`src/rtl/serial_subtractor_18_pkg.sv`:
```
// Shared constants and state encoding for the serial subtractor.
// Package name is sub_pkg; all serial_subtractor_18 files import it.
package sub_pkg;

    localparam int WIDTH_DEF = 18;
    localparam int SLICE_DEF = 2;
    localparam int NSLICE    = WIDTH_DEF / SLICE_DEF;
    localparam int CNT_W     = (NSLICE > 1) ? $clog2(NSLICE) : 1;

    typedef enum logic {
        IDLE = 1'b0,
        RUN  = 1'b1
    } state_t;

endpackage

```
`src/rtl/serial_subtractor_18_if.sv`:
```
// Operand/result bundle for serial_subtractor_18.
// Optional zero/neg/ovf flag signals exist only when SUB_FLAGS_EN is defined.
interface serial_subtractor_18_if
    import sub_pkg::*;
#(
    parameter int WIDTH = WIDTH_DEF
);

    logic             start;
    logic [WIDTH-1:0] a;
    logic [WIDTH-1:0] b;
    logic             busy;
    logic             done;
    logic [WIDTH-1:0] diff;
    logic             borrow_out;
`ifdef SUB_FLAGS_EN
    logic             zero;
    logic             neg;
    logic             ovf;

    modport master (
        output start, a, b,
        input  busy, done, diff, borrow_out, zero, neg, ovf
    );

    modport slave (
        input  start, a, b,
        output busy, done, diff, borrow_out, zero, neg, ovf
    );
`else
    modport master (
        output start, a, b,
        input  busy, done, diff, borrow_out
    );

    modport slave (
        input  start, a, b,
        output busy, done, diff, borrow_out
    );
`endif

endinterface

```
`src/rtl/serial_subtractor_18_slice.sv`:
```
// Two-bit subtract-with-borrow cell: {bout, d} = a - b - bin.
module sub_slice_2 (
    input  logic [1:0] a,
    input  logic [1:0] b,
    input  logic       bin,
    output logic [1:0] d,
    output logic       bout
);

    logic [2:0] res;

    // Result lies in -4..3, so bit 2 of the 3-bit difference is the borrow.
    assign res  = {1'b0, a} - {1'b0, b} - {2'b00, bin};
    assign d    = res[1:0];
    assign bout = res[2];

endmodule

```
`src/rtl/serial_subtractor_18.sv`:
```
// Bit-serial (2 bits/cycle) unsigned subtractor, diff = a - b mod 2^WIDTH.
// Define SUB_FLAGS_EN to add registered zero/neg/ovf result flags.
module serial_subtractor_18
    import sub_pkg::*;
#(
    parameter int WIDTH = WIDTH_DEF,
    parameter int SLICE = SLICE_DEF
) (
    input logic                  clk,
    input logic                  rst,
    serial_subtractor_18_if.slave s
);

    localparam int             NS   = WIDTH / SLICE;
    localparam int             CW   = (NS > 1) ? $clog2(NS) : 1;
    localparam logic [CW-1:0]  LAST = CW'(NS - 1);

    state_t           state;
    state_t           state_nxt;
    logic             accept;
    logic             last;
    logic [CW-1:0]    cnt;
    logic [WIDTH-1:0] a_q;
    logic [WIDTH-1:0] b_q;
    logic [WIDTH-1:0] diff_q;
    logic [WIDTH-1:0] diff_nxt;
    logic             borrow_q;
    logic             borrow_out_q;
    logic             done_q;
    logic [SLICE-1:0] a_sl;
    logic [SLICE-1:0] b_sl;
    logic [SLICE-1:0] d_sl;
    logic             bout;
`ifdef SUB_FLAGS_EN
    logic             zero_q;
    logic             neg_q;
    logic             ovf_q;
`endif

    always_ff @(posedge clk) begin
        if (rst) begin
            state <= IDLE;
        end else begin
            state <= state_nxt;
        end
    end

    always_comb begin
        state_nxt = state;
        accept    = 1'b0;
        last      = 1'b0;
        case (state)
            IDLE: begin
                if (s.start) begin
                    accept    = 1'b1;
                    state_nxt = RUN;
                end
            end
            RUN: begin
                if (cnt == LAST) begin
                    last      = 1'b1;
                    state_nxt = IDLE;
                end
            end
            default: state_nxt = IDLE;
        endcase
    end

    // Counter-selected slice feeds the single shared subtract cell.
    assign a_sl = a_q[int'(cnt) * SLICE +: SLICE];
    assign b_sl = b_q[int'(cnt) * SLICE +: SLICE];

    sub_slice_2 u_slice (
        .a    (a_sl),
        .b    (b_sl),
        .bin  (borrow_q),
        .d    (d_sl),
        .bout (bout)
    );

    always_comb begin
        diff_nxt = diff_q;
        diff_nxt[int'(cnt) * SLICE +: SLICE] = d_sl;
    end

    // Operand latch carries no reset; it is only read while RUN.
    always_ff @(posedge clk) begin
        if (accept) begin
            a_q <= s.a;
            b_q <= s.b;
        end
    end

    always_ff @(posedge clk) begin
        if (rst) begin
            cnt          <= '0;
            diff_q       <= '0;
            borrow_q     <= 1'b0;
            borrow_out_q <= 1'b0;
            done_q       <= 1'b0;
`ifdef SUB_FLAGS_EN
            zero_q       <= 1'b0;
            neg_q        <= 1'b0;
            ovf_q        <= 1'b0;
`endif
        end else begin
            done_q <= last;
            if (accept) begin
                cnt      <= '0;
                diff_q   <= '0;
                borrow_q <= 1'b0;
            end else if (state == RUN) begin
                cnt      <= cnt + 1'b1;
                diff_q   <= diff_nxt;
                borrow_q <= bout;
                if (last) begin
                    borrow_out_q <= bout;
`ifdef SUB_FLAGS_EN
                    zero_q <= (diff_nxt == '0);
                    neg_q  <= diff_nxt[WIDTH-1];
                    ovf_q  <= (a_q[WIDTH-1] != b_q[WIDTH-1]) &&
                              (diff_nxt[WIDTH-1] != a_q[WIDTH-1]);
`endif
                end
            end
        end
    end

    assign s.busy       = (state == RUN);
    assign s.done       = done_q;
    assign s.diff       = diff_q;
    assign s.borrow_out = borrow_out_q;
`ifdef SUB_FLAGS_EN
    assign s.zero       = zero_q;
    assign s.neg        = neg_q;
    assign s.ovf        = ovf_q;
`endif

endmodule
```
`src/flat_wrapper.sv`:
```
// flat-port wrapper written by rule: the top's interface ports become plain ports
module serial_subtractor_18_flat import sub_pkg::*;
#(
    parameter int WIDTH = WIDTH_DEF,
    parameter int SLICE = SLICE_DEF
)
  (clk, rst, s_start, s_a, s_b, s_busy, s_done, s_diff, s_borrow_out);
  serial_subtractor_18_if #(.WIDTH(WIDTH)) s_i ();
  input logic clk;
  input logic rst;
  input wire logic [$bits(s_i.start)-1:0] s_start;
  input wire logic [$bits(s_i.a)-1:0] s_a;
  input wire logic [$bits(s_i.b)-1:0] s_b;
  output wire logic [$bits(s_i.busy)-1:0] s_busy;
  output wire logic [$bits(s_i.done)-1:0] s_done;
  output wire logic [$bits(s_i.diff)-1:0] s_diff;
  output wire logic [$bits(s_i.borrow_out)-1:0] s_borrow_out;
  assign s_i.start = s_start;
  assign s_i.a = s_a;
  assign s_i.b = s_b;
  assign s_busy = s_i.busy;
  assign s_done = s_i.done;
  assign s_diff = s_i.diff;
  assign s_borrow_out = s_i.borrow_out;
  serial_subtractor_18 #(.WIDTH(WIDTH), .SLICE(SLICE)) u_core (.clk(clk), .rst(rst), .s(s_i));
endmodule
```
`config.mk`:
```
export PLATFORM = sky130hd
export DESIGN_NAME = serial_subtractor_18_flat
export DESIGN_NICKNAME = d
export VERILOG_FILES = /design/src/rtl/serial_subtractor_18_pkg.sv /design/src/rtl/serial_subtractor_18_if.sv /design/src/rtl/serial_subtractor_18_slice.sv /design/src/rtl/serial_subtractor_18.sv /design/src/flat_wrapper.sv
export SDC_FILE = /design/constraint.sdc
export NUM_CORES = 1
export LEC_CHECK = 0
export ABC_CLOCK_PERIOD_IN_PS = 4170
export CAP_MARGIN = 20
export CORE_MARGIN = 2
export CORE_UTILIZATION = 50
export CTS_CLUSTER_DIAMETER = 120
export DETAILED_ROUTE_END_ITERATION = 6
export HOLD_SLACK_MARGIN = 0.12
export PLACE_DENSITY_LB_ADDON = 0.25
export SYNTH_ARGS = -nofsm -noshare
export SYNTH_HDL_FRONTEND = slang
export SYNTH_SLANG_ARGS = --single-unit
export TNS_END_PERCENT = 50
```
`constraint.sdc`:
```
create_clock -name clk -period 4.17 [get_ports clk]
set_input_delay 0.834 -clock clk [delete_from_list [all_inputs] [get_ports clk]]
set_output_delay 0.834 -clock clk [all_outputs]
set_load 0.01 [all_outputs]
```
==> results of run 1 <==
state kept, by name, indices dropped and copies added, names as in the netlist:
signal / cells
u_core.a_q: 18
u_core.b_q: 18
u_core.s.diff: 18
u_core.cnt: 4
u_core.borrow_q: 1
u_core.s.borrow_out: 1
u_core.s.busy: 1
u_core.s.done: 1
worst max-delay path, cell delays in order, from the launching register on:
cell                      delay [ps]
sky130_fd_sc_hd__dfxtp_1         480
sky130_fd_sc_hd__buf_4           300
sky130_fd_sc_hd__mux4_2          530
sky130_fd_sc_hd__nor2_1           90
sky130_fd_sc_hd__o21ai_0         140
sky130_fd_sc_hd__fa_1            440
sky130_fd_sc_hd__fa_1            640
sky130_fd_sc_hd__inv_1           100
sky130_fd_sc_hd__and3_1          200
sky130_fd_sc_hd__mux2i_1         150
sky130_fd_sc_hd__nor2_1           50
final cells by class:
cell class	count	area (um^2)	area share
well taps	70	87.6	0.0248
clock buffers	9	124	0.0350
inverters	6	22.5	0.00637
multi-input cells	131	996	0.282
repair buffers	61	606	0.171
clock inverters	7	97.6	0.0276
flip-flops and latches	62	1600	0.453
cell usage in the layout (no fill, tap or decap), drive strengths merged, types with 3 or more instances in the layout:
| cell type | count |
|---|---|
| a21oi | 5 |
| and3 | 4 |
| clkbuf | 9 |
| clkdlybuf4s50 | 59 |
| dfxtp | 26 |
| edfxtp | 36 |
| ha | 5 |
| inv | 7 |
| mux2 | 6 |
| mux2i | 20 |
| mux4 | 5 |
| nand2 | 17 |
| nand2b | 5 |
| nand3 | 5 |
| nand4 | 4 |
| nor2 | 23 |
| nor3 | 5 |
| or3 | 4 |
| xnor2 | 3 |
final timing paths:
path | start | to | slack [ps]
min reg2reg | u_core.s.diff[16]$_SDFFE_PP0P_ | u_core.s.diff[16]$_SDFFE_PP0P_ | 460
max reg2reg | u_core.cnt[0]$_SDFFE_PP0P_ | u_core.s.diff[11]$_SDFFE_PP0P_ | 930
max | u_core.cnt[0]$_SDFFE_PP0P_ | u_core.s.diff[11]$_SDFFE_PP0P_ | 930
min | u_core.s.diff[16]$_SDFFE_PP0P_ | u_core.s.diff[16]$_SDFFE_PP0P_ | 460
report_power, final:
part / switching [W] / internal (W)
clock network: 0.000233 / 0.000338
registers: 0.0000125 / 0.000674
logic: 0.0000633 / 0.0000720
total: 0.000309 / 0.00108
cells in the mapped netlist (all sizes together) (6+ instances only):
| master | instances |
|---|---|
| buf | 7 |
| nand2 | 17 |
| mux2 | 6 |
| inv | 6 |
| mux2i | 20 |
| dfxtp | 26 |
| nor2 | 23 |
| edfxtp | 36 |
cell families (layout without fill, tap and decap cells):
group | Yosys count | after routing
simple gates | 73 | 73
flops | 62 | 62
mux | 31 | 31
buf+inv | 18 | 83
compound gates | 15 | 15
fa+ha+maj | 7 | 7
xor+xnor | 5 | 5
metal layers:
layer / global-route usage / vias to the layer above / routed length, um
met5: 0 / - / 0
met2: 0.283 / 47 / 2250
met3: 0.0482 / 10 / 209
li1: - / 885 / -
met1: 0.236 / 838 / 2330
met4: 0.0911 / 0 / 94
metrics by stage:
stage                     cell area (um^2)  worst slack, ps  hold slack (ps)  std cells  utilization
after floorplan                       2680              659              474        211            -
after global placement                3310             1070              444        330        0.645
after detailed placement              3310              954              452        330        0.645
after CTS                             3530              938              465        346        0.688
after global routing                  3530              713              490        346        0.688
final                                 3530              926              461        346        0.688
==> reports/results.txt, run 1 <==
The flow ran to the end, and the final reports show no timing, DRC or antenna violations. Setup violations remaining at the end of the flow were counted as 0. The number of input and output port buffers inserted came out at 59.

The biggest area contributor in the post-synthesis netlist is sky130_fd_sc_hd__edfxtp_1. The worst setup path is of the register to register kind. The final layout contains 317 nets. CTS saw 62 sinks. Timing would allow up to 308 MHz.

The die covers 5950 um^2. Dominant combinational cell family by area after synthesis: multiplexers. The site row count is 26.

After clock tree synthesis, the setup repair step added 0 buffers. Buffers inserted to repair hold after CTS numbered 0. The type of element capturing the critical path was a register.

The synthesized netlist cell count is 211, and the tightest slew margin relative to the limit is 0.555. The first routing iteration left 91 violations. The total via count after detailed routing is 1780, and the horizontal extent of the die is 77.1 um.

The remaining routing DRC violations is 0, and the number of global-route vias before repair is 1791. The filler cell count in the final layout came out at 405. Entering global routing, the biggest net connects 33 pins. The clock input transition at the sequential cells of the worst setup and hold paths is 70 ps, and the total detailed-routing wirelength is 4.89 mm. Pin placement for this block handled 60 I/O pins.

Share of the synthesized area in the top cell type: 0.404. The class of the tightest hold or removal check was register to register. After floorplanning, the core was sized to cover 5140 um^2. The area share of fa/ha/maj cells after synthesis was 0.0384. For the data arrival time of the critical path, the log shows 3460 ps. The share of layout cells above drive strength 1 was 0.123; the count of nets left with antenna violations after detail routing was 0. The run gives 0 as the count of pins over their slew limit.

In this run, synthesis inferred 36 flip-flops with an integrated enable. For the final routed database, the setup TNS stands at 0 ps. The die is 77.1 um tall. Initial standard-cell utilization of the core: 0.520. The fraction of the cycle the final worst path needs was 0.778; the count of yosys warnings during synthesis was 0. The basic-gate share of the synthesized area counting and, or, nand and nor cells is 0.134, and the final critical-path required period is 3240 ps.

The logs give 0 for the number of resized instances in the post-cts repair step and 4 for the first-pass iteration count of the detailed router. After detailed routing, the average wire length per cell comes to 14.1 um. Overall global routing resource usage: 0.182. Across the run, the number of max-cap violations was 0. The data required time of the worst path was 4380 ps. Clock root buffer: sky130_fd_sc_hd__clkbuf_8. At the pin with the least slew margin, the transition time is 667 ps. The mapped netlist covers 2680 um^2.

Sorting the synthesized cells by area gives the leading types as sky130_fd_sc_hd__edfxtp_1, sky130_fd_sc_hd__dfxtp_1, sky130_fd_sc_hd__mux2i_1. The tools report the startpoint kind of the worst setup timing path as a register. The tools report the leakage power figure as 1.27 nW. The number of buffers created by CTS is 9, and the average cell area after synthesis is 12.7 um^2. The portion of netlist area occupied by mux cells was 0.142. Power spread over the standard cell area amounts to 394 nW/um^2.

The number of levels the H-tree was split into was 3. Counting cells, the worst reg-to-reg path comes to 10. The total overflow left after global routing is 0. Synthesis produced a netlist with a net count of 257. The xor/xnor cell area share of the yosys netlist was 0.0164.

The run gives 0 as the number of antenna violations at the first check in global routing. The clock arrives with 6.18 ps of skew. TritonCTS built the clock tree. The first global-routing pass estimated 8.42 mm of wire. The fraction of the yosys area taken by sequential cells is 0.599, and the count of antenna diodes in the layout is 0. The proportion of synthesized flip-flops having asynchronous set or reset was 0; the fraction of the mapped netlist area in compound gates was 0.0384. The mean number of vias per cell was 5.14. The area growth from synthesis to layout is 32.1%. Setup repair after global routing left no endpoint under its margin. Along the worst hold path, the cell count comes to 2. The overall power of the completed layout is 0.00139 W, and the global placement routability congestion is 0.790. Of all nets on the critical path, the largest fanout is 16. No sink is reached through more buffers than the 2 on the longest clock path. The flip-flop and latch count after synthesis works out to 62. The run gives 38 as the count of different cell masters after synthesis.

The main flop type after synthesis is sky130_fd_sc_hd__edfxtp_1. The logs give 0 for the number of endpoints with negative hold slack in the final report and 282 uV for the peak ir drop on the vdd network. The tools report the insertion delay to the later sink of the worst-skew pair as 330 ps. Half-perimeter wire length after detailed placement: 3.52 mm.
(Power assumes the default switching activity.)
==> inputs of run 2 (changes only) <==
ABC_CLOCK_PERIOD_IN_PS = 3340   (was 4170)
clock period = 3.34 ns   (was 4.17 ns; I/O delays follow)
==> reports/results.txt, run 2 (same netlist as run 1, synthesis figures left out) <==
The run finished with clean final reports. The net count reported at finish was 319; the pin count of the biggest net entering global routing was 33. Internal power comes to 0.00134 W.

For the worst setup path, the data required time is 3560 ps. The worst-case IR drop observed on VDD is 336 uV. Overall global routing resource usage: 0.192. In the final routed layout, each cell accounts on average for 14.7 um. Leakage power figure: 1.27 nW.

For the pin with the worst max-slew slack, the measured transition is 635 ps. The fmax came out at 340 MHz. The data arrival time of the critical path was 3150 ps; the setup clock skew after layout was 7.60 ps.

In the final timing run, aggregate negative setup slack is 0 ps. Setup repair after global routing left no endpoint under its margin. The site row count came out at 26. The logs give 400 ps for the internal reg-to-reg setup slack and 5.10 mm for the total detailed-routing wirelength. In this run the power spent charging and discharging nets is 0.000359 W. The die covers 5950 um^2.

Clock-pin slew was measured on the worst setup and hold paths at 60 ps. The worst setup path is captured at a register. The logs give 330 ps for the insertion delay to the later sink of the worst-skew pair and 0 for the count of antenna diodes in the layout.

The first-pass iteration count of the detailed router was 4. The fraction of power consumed by combinational cells was 0.102; the switching part of the total was 0.211. The initial standard-cell utilization of the core is 0.520, and the worst slack at placement is 380 ps. Relative to the synthesized area, the layout overhead comes to 32.0%. The logs give 3 for the number of levels the H-tree was split into and 3530 um^2 for the finished layout cell area. Pin placement for this block handled 60 I/O pins. The run gives 79 as the number of violations reported at the end of detailed-routing iteration 0. The number of antenna violations at the first check in global routing was 0. After layout, the worst setup slack is 400 ps. STA classifies the critical path startpoint as a register. In the layout the commonest cells are sky130_fd_sc_hd__clkdlybuf4s50_1, sky130_fd_sc_hd__edfxtp_1, sky130_fd_sc_hd__dfxtp_1. The run gives 1772 as the number of global-route vias before repair. The run gives 0 as the total setup buffers inserted after CTS.

In the routed design, unresolved DRC markers number 0. Leaving out fill and tap cells, the most frequent cell in the layout is sky130_fd_sc_hd__clkdlybuf4s50_1. CTS placed an instance of sky130_fd_sc_hd__clkbuf_8 at the clock tree root.

For the count of pins over their slew limit, the log shows 0. The tools report the count of hold-fix buffers inserted at cts as 0. The detail route stage leaves a number of antenna-violating nets equal to 0. In this run the power density over the cells is 482 nW/um^2.

Routability-driven placement finished with a final weighted congestion of 0.798. For this block, the via count after detailed routing is 1790. The path class of the tightest hold or removal check is register to register.

The share of layout cells above drive strength 1 works out to 0.115. The routed design could run at a clock period as short as 2940 ps. CTS saw 62 sinks.

The critical path is of the register to register type. The maximum fanout encountered on the critical timing path was 8. The fraction of the cycle the final worst path needs was 0.880. The number of buffers created by CTS came out at 9. For the clock share of power, the log shows 0.397. TritonCTS built the clock tree. For the tightest slew margin relative to the limit, the log shows 0.576. In this run the cell area measured after placement is 3330 um^2.

The first global-routing pass estimated 8.63 mm of wire. The number of resized instances in the post-cts repair step was 0; the half-perimeter wire length after detailed placement was 3.76 mm. The total core area is 5140 um^2, and the total grt overflow is 0. Buffers placed on the I/O ports in this run total 59. After detailed routing, the number of vias per cell comes to 5.14. The die is 77.1 um tall.

Sequential cell fraction of total power: 0.502. The number of endpoints with negative hold slack in the final report is 0. The horizontal extent of the die is 77.1 um, and the number of setup violations in the final report is 0.

The deepest clock path buffer count came out at 2. The tool flagged a number of max-cap violations equal to 0.
-- run 2: changes by cell type in the layout (fill, tap and decap cells not counted), sizes merged --
cell / delta
clkbuf: +1
clkinvlp: -2
buf: +2
clkinv: +2
inv: -1
-- run 2: power by group through the flow --
| stage | clock network, W | logic, W | registers (W) |
|---|---|---|---|
| final | 0.000676 | 0.000173 | 0.000855 |
| after global routing | 0.000725 | 0.000189 | 0.000857 |
| after CTS | 0.000691 | 0.000173 | 0.000855 |
| after detailed placement | 0 | 0.000173 | 0.000871 |
| after global placement | 0 | 0.000169 | 0.000870 |
| after floorplan | 0 | 0.0000969 | 0.000867 |
-- run 2: metal layers --
metal  vias to the layer above  track usage  wire length, um
li1                        893            -                -
met1                       834        0.252             2300
met2                        49        0.293             2440
met3                        14       0.0471              229
met4                         0        0.104              138
met5                         -            0                0
-- run 2: cell type report --
class                      count  area (um^2)
clock buffer                  10          128
sequential                    62         1600
multi-input combinational    131          996
clock inverter                 6         76.3
inverter                       6         22.5
timing repair buffer          63          621
fill                         410         1610
tap                           70         87.6
-- run 2: final timing paths --
| check | start | endpoint | cells past startpoint |
|---|---|---|---|
| worst max-delay path | u_core.cnt[0]$_SDFFE_PP0P_ | u_core.s.diff[3]$_SDFFE_PP0P_ | 10 |
| worst min-delay path | u_core.s.borrow_out$_SDFFE_PP0P_ | u_core.s.borrow_out$_SDFFE_PP0P_ | 2 |
| worst max register to register | u_core.cnt[0]$_SDFFE_PP0P_ | u_core.s.diff[3]$_SDFFE_PP0P_ | 10 |
| worst min register to register | u_core.s.borrow_out$_SDFFE_PP0P_ | u_core.s.borrow_out$_SDFFE_PP0P_ | 2 |
-- run 2: through the flow --
stage	cells	util	power, W	hold WS (ps)
5_1_grt	348	0.687	0.00177	486
6_report	348	0.687	0.00170	459
3_3_place_gp	332	0.648	0.00104	443
3_5_place_dp	332	0.648	0.00104	455
4_1_cts	348	0.687	0.00172	465
2_1_floorplan	211	-	0.000964	474
-- run 2: critical path: stages, from the launching register on --
cell and delay (ps):
sky130_fd_sc_hd__dfxtp_1 420, sky130_fd_sc_hd__buf_4 230, sky130_fd_sc_hd__nor3_2 360, sky130_fd_sc_hd__a21oi_1 120, sky130_fd_sc_hd__a31o_2 230, sky130_fd_sc_hd__fa_1 380
sky130_fd_sc_hd__fa_1 600, sky130_fd_sc_hd__inv_1 90, sky130_fd_sc_hd__and3_1 210, sky130_fd_sc_hd__mux2i_1 130, sky130_fd_sc_hd__nor2_1 50
==> inputs of run 3 (changes only) <==
ABC_AREA = 1   (was unset)
REMOVE_ABC_BUFFERS = 1   (was unset)
==> reports/results.txt, run 3 <==
The run finished with clean final reports. The critical path goes through inv_1, o21ai_0, o211ai_1, nand3_1, nand2_1, fa_1, fa_1, nor3_1, nand2_1, a21oi_1. The proportion of synthesized flip-flops having asynchronous set or reset came out at 0. After the first detailed-routing iteration, the DRC count stood at 115. Clock tree synthesis found a total of 62 sinks.

The number of buffer and inverter stages on the critical path was 1. The maximum fanout encountered on the critical timing path works out to 17. By area, the combinational part of the netlist is dominated by simple AND/OR/NAND/NOR gates. Yosys instantiated no cell more often than sky130_fd_sc_hd__nand2_1. Count of pins over their slew limit: 0. After global routing the overflow that remains totals 0.

Setup slack on the critical path of the routed design comes to 515 ps. The biggest cell delay along the critical path works out to 540 ps. The total negative setup slack is 0 ps, and the flip-flop and latch count after synthesis is 62. The repair_antennas step left the layout with diodes totalling 0.

The die is 78.3 um tall. For this run, the number of Yosys warnings is 0. During I/O placement, the number of pins put on the boundary was 60. The first-pass iteration count of the detailed router was 4; the final critical-path required period was 2820 ps.

The library cells used most frequently in the layout, excluding fill and tap cells, are sky130_fd_sc_hd__nand2_1, sky130_fd_sc_hd__clkdlybuf4s50_1, sky130_fd_sc_hd__nor2_1. The tools report the number of resized instances in the post-cts repair step as 0. For the tightest slew margin relative to the limit, the log shows 0.697. The clock input transition at the sequential cells of the worst setup and hold paths came out at 60 ps. The critical path ends at u_core.s.diff[3]$_SDFFE_PP0P_.

The mapped netlist covers 2760 um^2. The tools report the net count reported at finish as 412. Once detailed placement completed, the half-perimeter wirelength came to 3.90 mm. The run gives 0.199 as the overall global routing resource usage. The clock root buffer was sky130_fd_sc_hd__clkbuf_8. The cell count along the critical path works out to 10.

For the overall power of the completed layout, the log shows 0.00176 W. Hold repair after CTS inserted 0 buffers. Setup violations remaining at the end of the flow were counted as 0. The share of the synthesized area in the top cell type was 0.392; the total core area was 5410 um^2. The fraction of the cycle the final worst path needs is 0.846. The count of different cell masters after synthesis came out at 28. For the leakage power figure, the log shows 1.37 nW.

For the data arrival time of the critical path, the log shows 3100 ps. The number of endpoints with negative hold slack in the final report is 0. The layout overhead on the synthesized area works out to 32.1%. The number of cells on the worst reg-to-reg path is 10. Averaged over all synthesized cells, the footprint is 9.16 um^2.

The run gives 2193 as the total via count after detailed routing. The portion of netlist area occupied by mux cells is 0. Yosys mapped a number of flops with a built-in enable equal to 36. The mean number of vias per cell was 4.95.

For the pin with the worst max-slew slack, the measured transition is 454 ps. The ratio of total power to cell area was 484 nW/um^2. At the placement stage, the worst setup path has a slack of 494 ps. The pin count of the biggest net entering global routing is 37.

Peak ir drop on the vdd network: 290 uV. TritonCTS built the clock tree. The die covers 6130 um^2. Routability-driven placement finished with a final weighted congestion of 0.852. The fraction of the mapped netlist area in compound gates works out to 0.0785.

After floorplanning, the core was divided into 27 placement rows. The basic-gate share of the synthesized area counting and, or, nand and nor cells was 0.241; the count of nets left with antenna violations after detail routing was 0. The critical path's slowest cell was sky130_fd_sc_hd__fa_1. STA puts the critical path data required time at 3610 ps.

Buffers placed on the I/O ports in this run total 59. Share of layout cells above drive strength 1: 0.0943. Xor/xnor cell area share of the yosys netlist: 0. The fraction of the yosys area taken by sequential cells came out at 0.581. The kind of cell with the highest combined delay on the critical path was adder cells. The first global-routing pass estimated 9.29 mm of wire. The number of global-route vias before repair is 2115. The endpoint identified for the worst register-to-register timing path is u_core.s.diff[3]$_SDFFE_PP0P_.

The class of the tightest hold or removal check was register to register. The cell type with the largest total area after synthesis is sky130_fd_sc_hd__edfxtp_1. The number of levels the H-tree was split into came out at 3.

Timing would allow up to 354 MHz. The tools report the type of element capturing the critical path as a register. Between clock sinks in the finished design, the worst skew comes to 5.35 ps. The run gives 520 ps as the internal reg-to-reg setup slack. The critical path starts at u_core.cnt[0]$_SDFFE_PP0P_.

At the later pin of the worst-skew pair, clock insertion delay measures 350 ps. In the routed design, unresolved DRC markers number 0. The tools report the number of buffers created by CTS as 9. The area share of fa/ha/maj cells after synthesis was 0.0372; the average wire per standard cell was 12.2 um.

Total setup buffers inserted after CTS: 0. The commonest cells after synthesis are sky130_fd_sc_hd__nand2_1, sky130_fd_sc_hd__nor2_1, sky130_fd_sc_hd__edfxtp_1. In this run the horizontal extent of the chip is 78.3 um. The clock passes through at most 2 buffers. Across the run, the number of max-cap violations was 0. Among all flip-flop cells after synthesis, the most frequent one is sky130_fd_sc_hd__edfxtp_1.

STA classifies the critical path startpoint as a register. The worst setup path is of the register to register kind. By area the synthesized netlist is led by sky130_fd_sc_hd__edfxtp_1, sky130_fd_sc_hd__dfxtp_1, sky130_fd_sc_hd__nand2_1. The routed design has 5.39 mm of wire. The number of antenna violations at the first check in global routing is 0.

The initial standard-cell utilization of the core came out at 0.510. In the synthesized netlist, the number of instances is 301. The startpoint of the worst-slack reg-to-reg timing path was u_core.cnt[0]$_SDFFE_PP0P_.

Setup repair after global routing left no endpoint under its margin.
==> run 3: changes by cell type in the layout (fill, tap and decap cells not counted), sizes merged, moves of 13 or more <==
cell	change
mux2i	-20
nand3	+13
o21ai	+14
nand2	+47
nor2	+33
inv	+23
==> run 3: kinds of logic after synthesis <==
family,count (synthesis)
buffers and inverters,41
flip-flops,62
AO/OA/AOI/OAI,39
AND/OR/NAND/NOR,152
adder cells (fa/ha/maj),7
==> run 3: how the worst min path moves through the flow <==
stage                     cells after the start                             end                            from  slack (ps)
after CTS                                     2  u_core.s.diff[11]$_SDFFE_PP0P_  u_core.s.diff[11]$_SDFFE_PP0P_         470
final                                         2  u_core.s.diff[11]$_SDFFE_PP0P_  u_core.s.diff[11]$_SDFFE_PP0P_         460
after global placement                        2  u_core.s.diff[11]$_SDFFE_PP0P_  u_core.s.diff[11]$_SDFFE_PP0P_         450
after global routing                          2   u_core.s.diff[3]$_SDFFE_PP0P_   u_core.s.diff[3]$_SDFFE_PP0P_         480
after detailed placement                      2  u_core.s.diff[11]$_SDFFE_PP0P_  u_core.s.diff[11]$_SDFFE_PP0P_         460
after floorplan                               2    u_core.borrow_q$_SDFFE_PP0P_    u_core.borrow_q$_SDFFE_PP0P_         470
==> run 3: metrics by stage <==
step                hold slack [ps]   util  cells  area (um^2)
global route                    476  0.674    443         3640
CTS                             466  0.674    443         3640
detailed placement              456  0.635    427         3430
global placement                451  0.635    427         3430
finish                          463  0.674    443         3640
floorplan                       467      -    291         2710
==> run 3: area by class of cell <==
| cell class | count | area, um^2 |
|---|---|---|
| Fill cell | 475 | 1760 |
| Timing Repair Buffer | 64 | 628 |
| Sequential cell | 62 | 1600 |
| Multi-Input combinational cell | 198 | 992 |
| Clock buffer | 9 | 124 |
| Tap cell | 72 | 90.1 |
| Clock inverter | 7 | 88.8 |
| Inverter | 31 | 119 |
==> run 3: worst reg2reg max path, cell delays in order, from the launching register on <==
cell                       delay [ps]
sky130_fd_sc_hd__dfxtp_1          480
sky130_fd_sc_hd__inv_1            290
sky130_fd_sc_hd__o21ai_0          240
sky130_fd_sc_hd__o211ai_1         110
sky130_fd_sc_hd__nand3_1          110
sky130_fd_sc_hd__nand2_1           70
sky130_fd_sc_hd__fa_1             410
sky130_fd_sc_hd__fa_1             540
sky130_fd_sc_hd__nor3_1           320
sky130_fd_sc_hd__nand2_1           90
sky130_fd_sc_hd__a21oi_1          120
==> run 3: metal layers <==
metal,GRT usage,routed length (um),vias up
met4,0.105,128,0
met2,0.327,2600,55
li1,-,-,1129
met3,0.0609,264,13
met5,0,0,-
met1,0.235,2390,996
==> run 3: power breakdown <==
part           internal, W  total (W)  switching (W)
sequential        0.000842   0.000855      0.0000128
clock             0.000414   0.000705       0.000290
combinational    0.0000913   0.000203       0.000112
total              0.00135    0.00176       0.000415
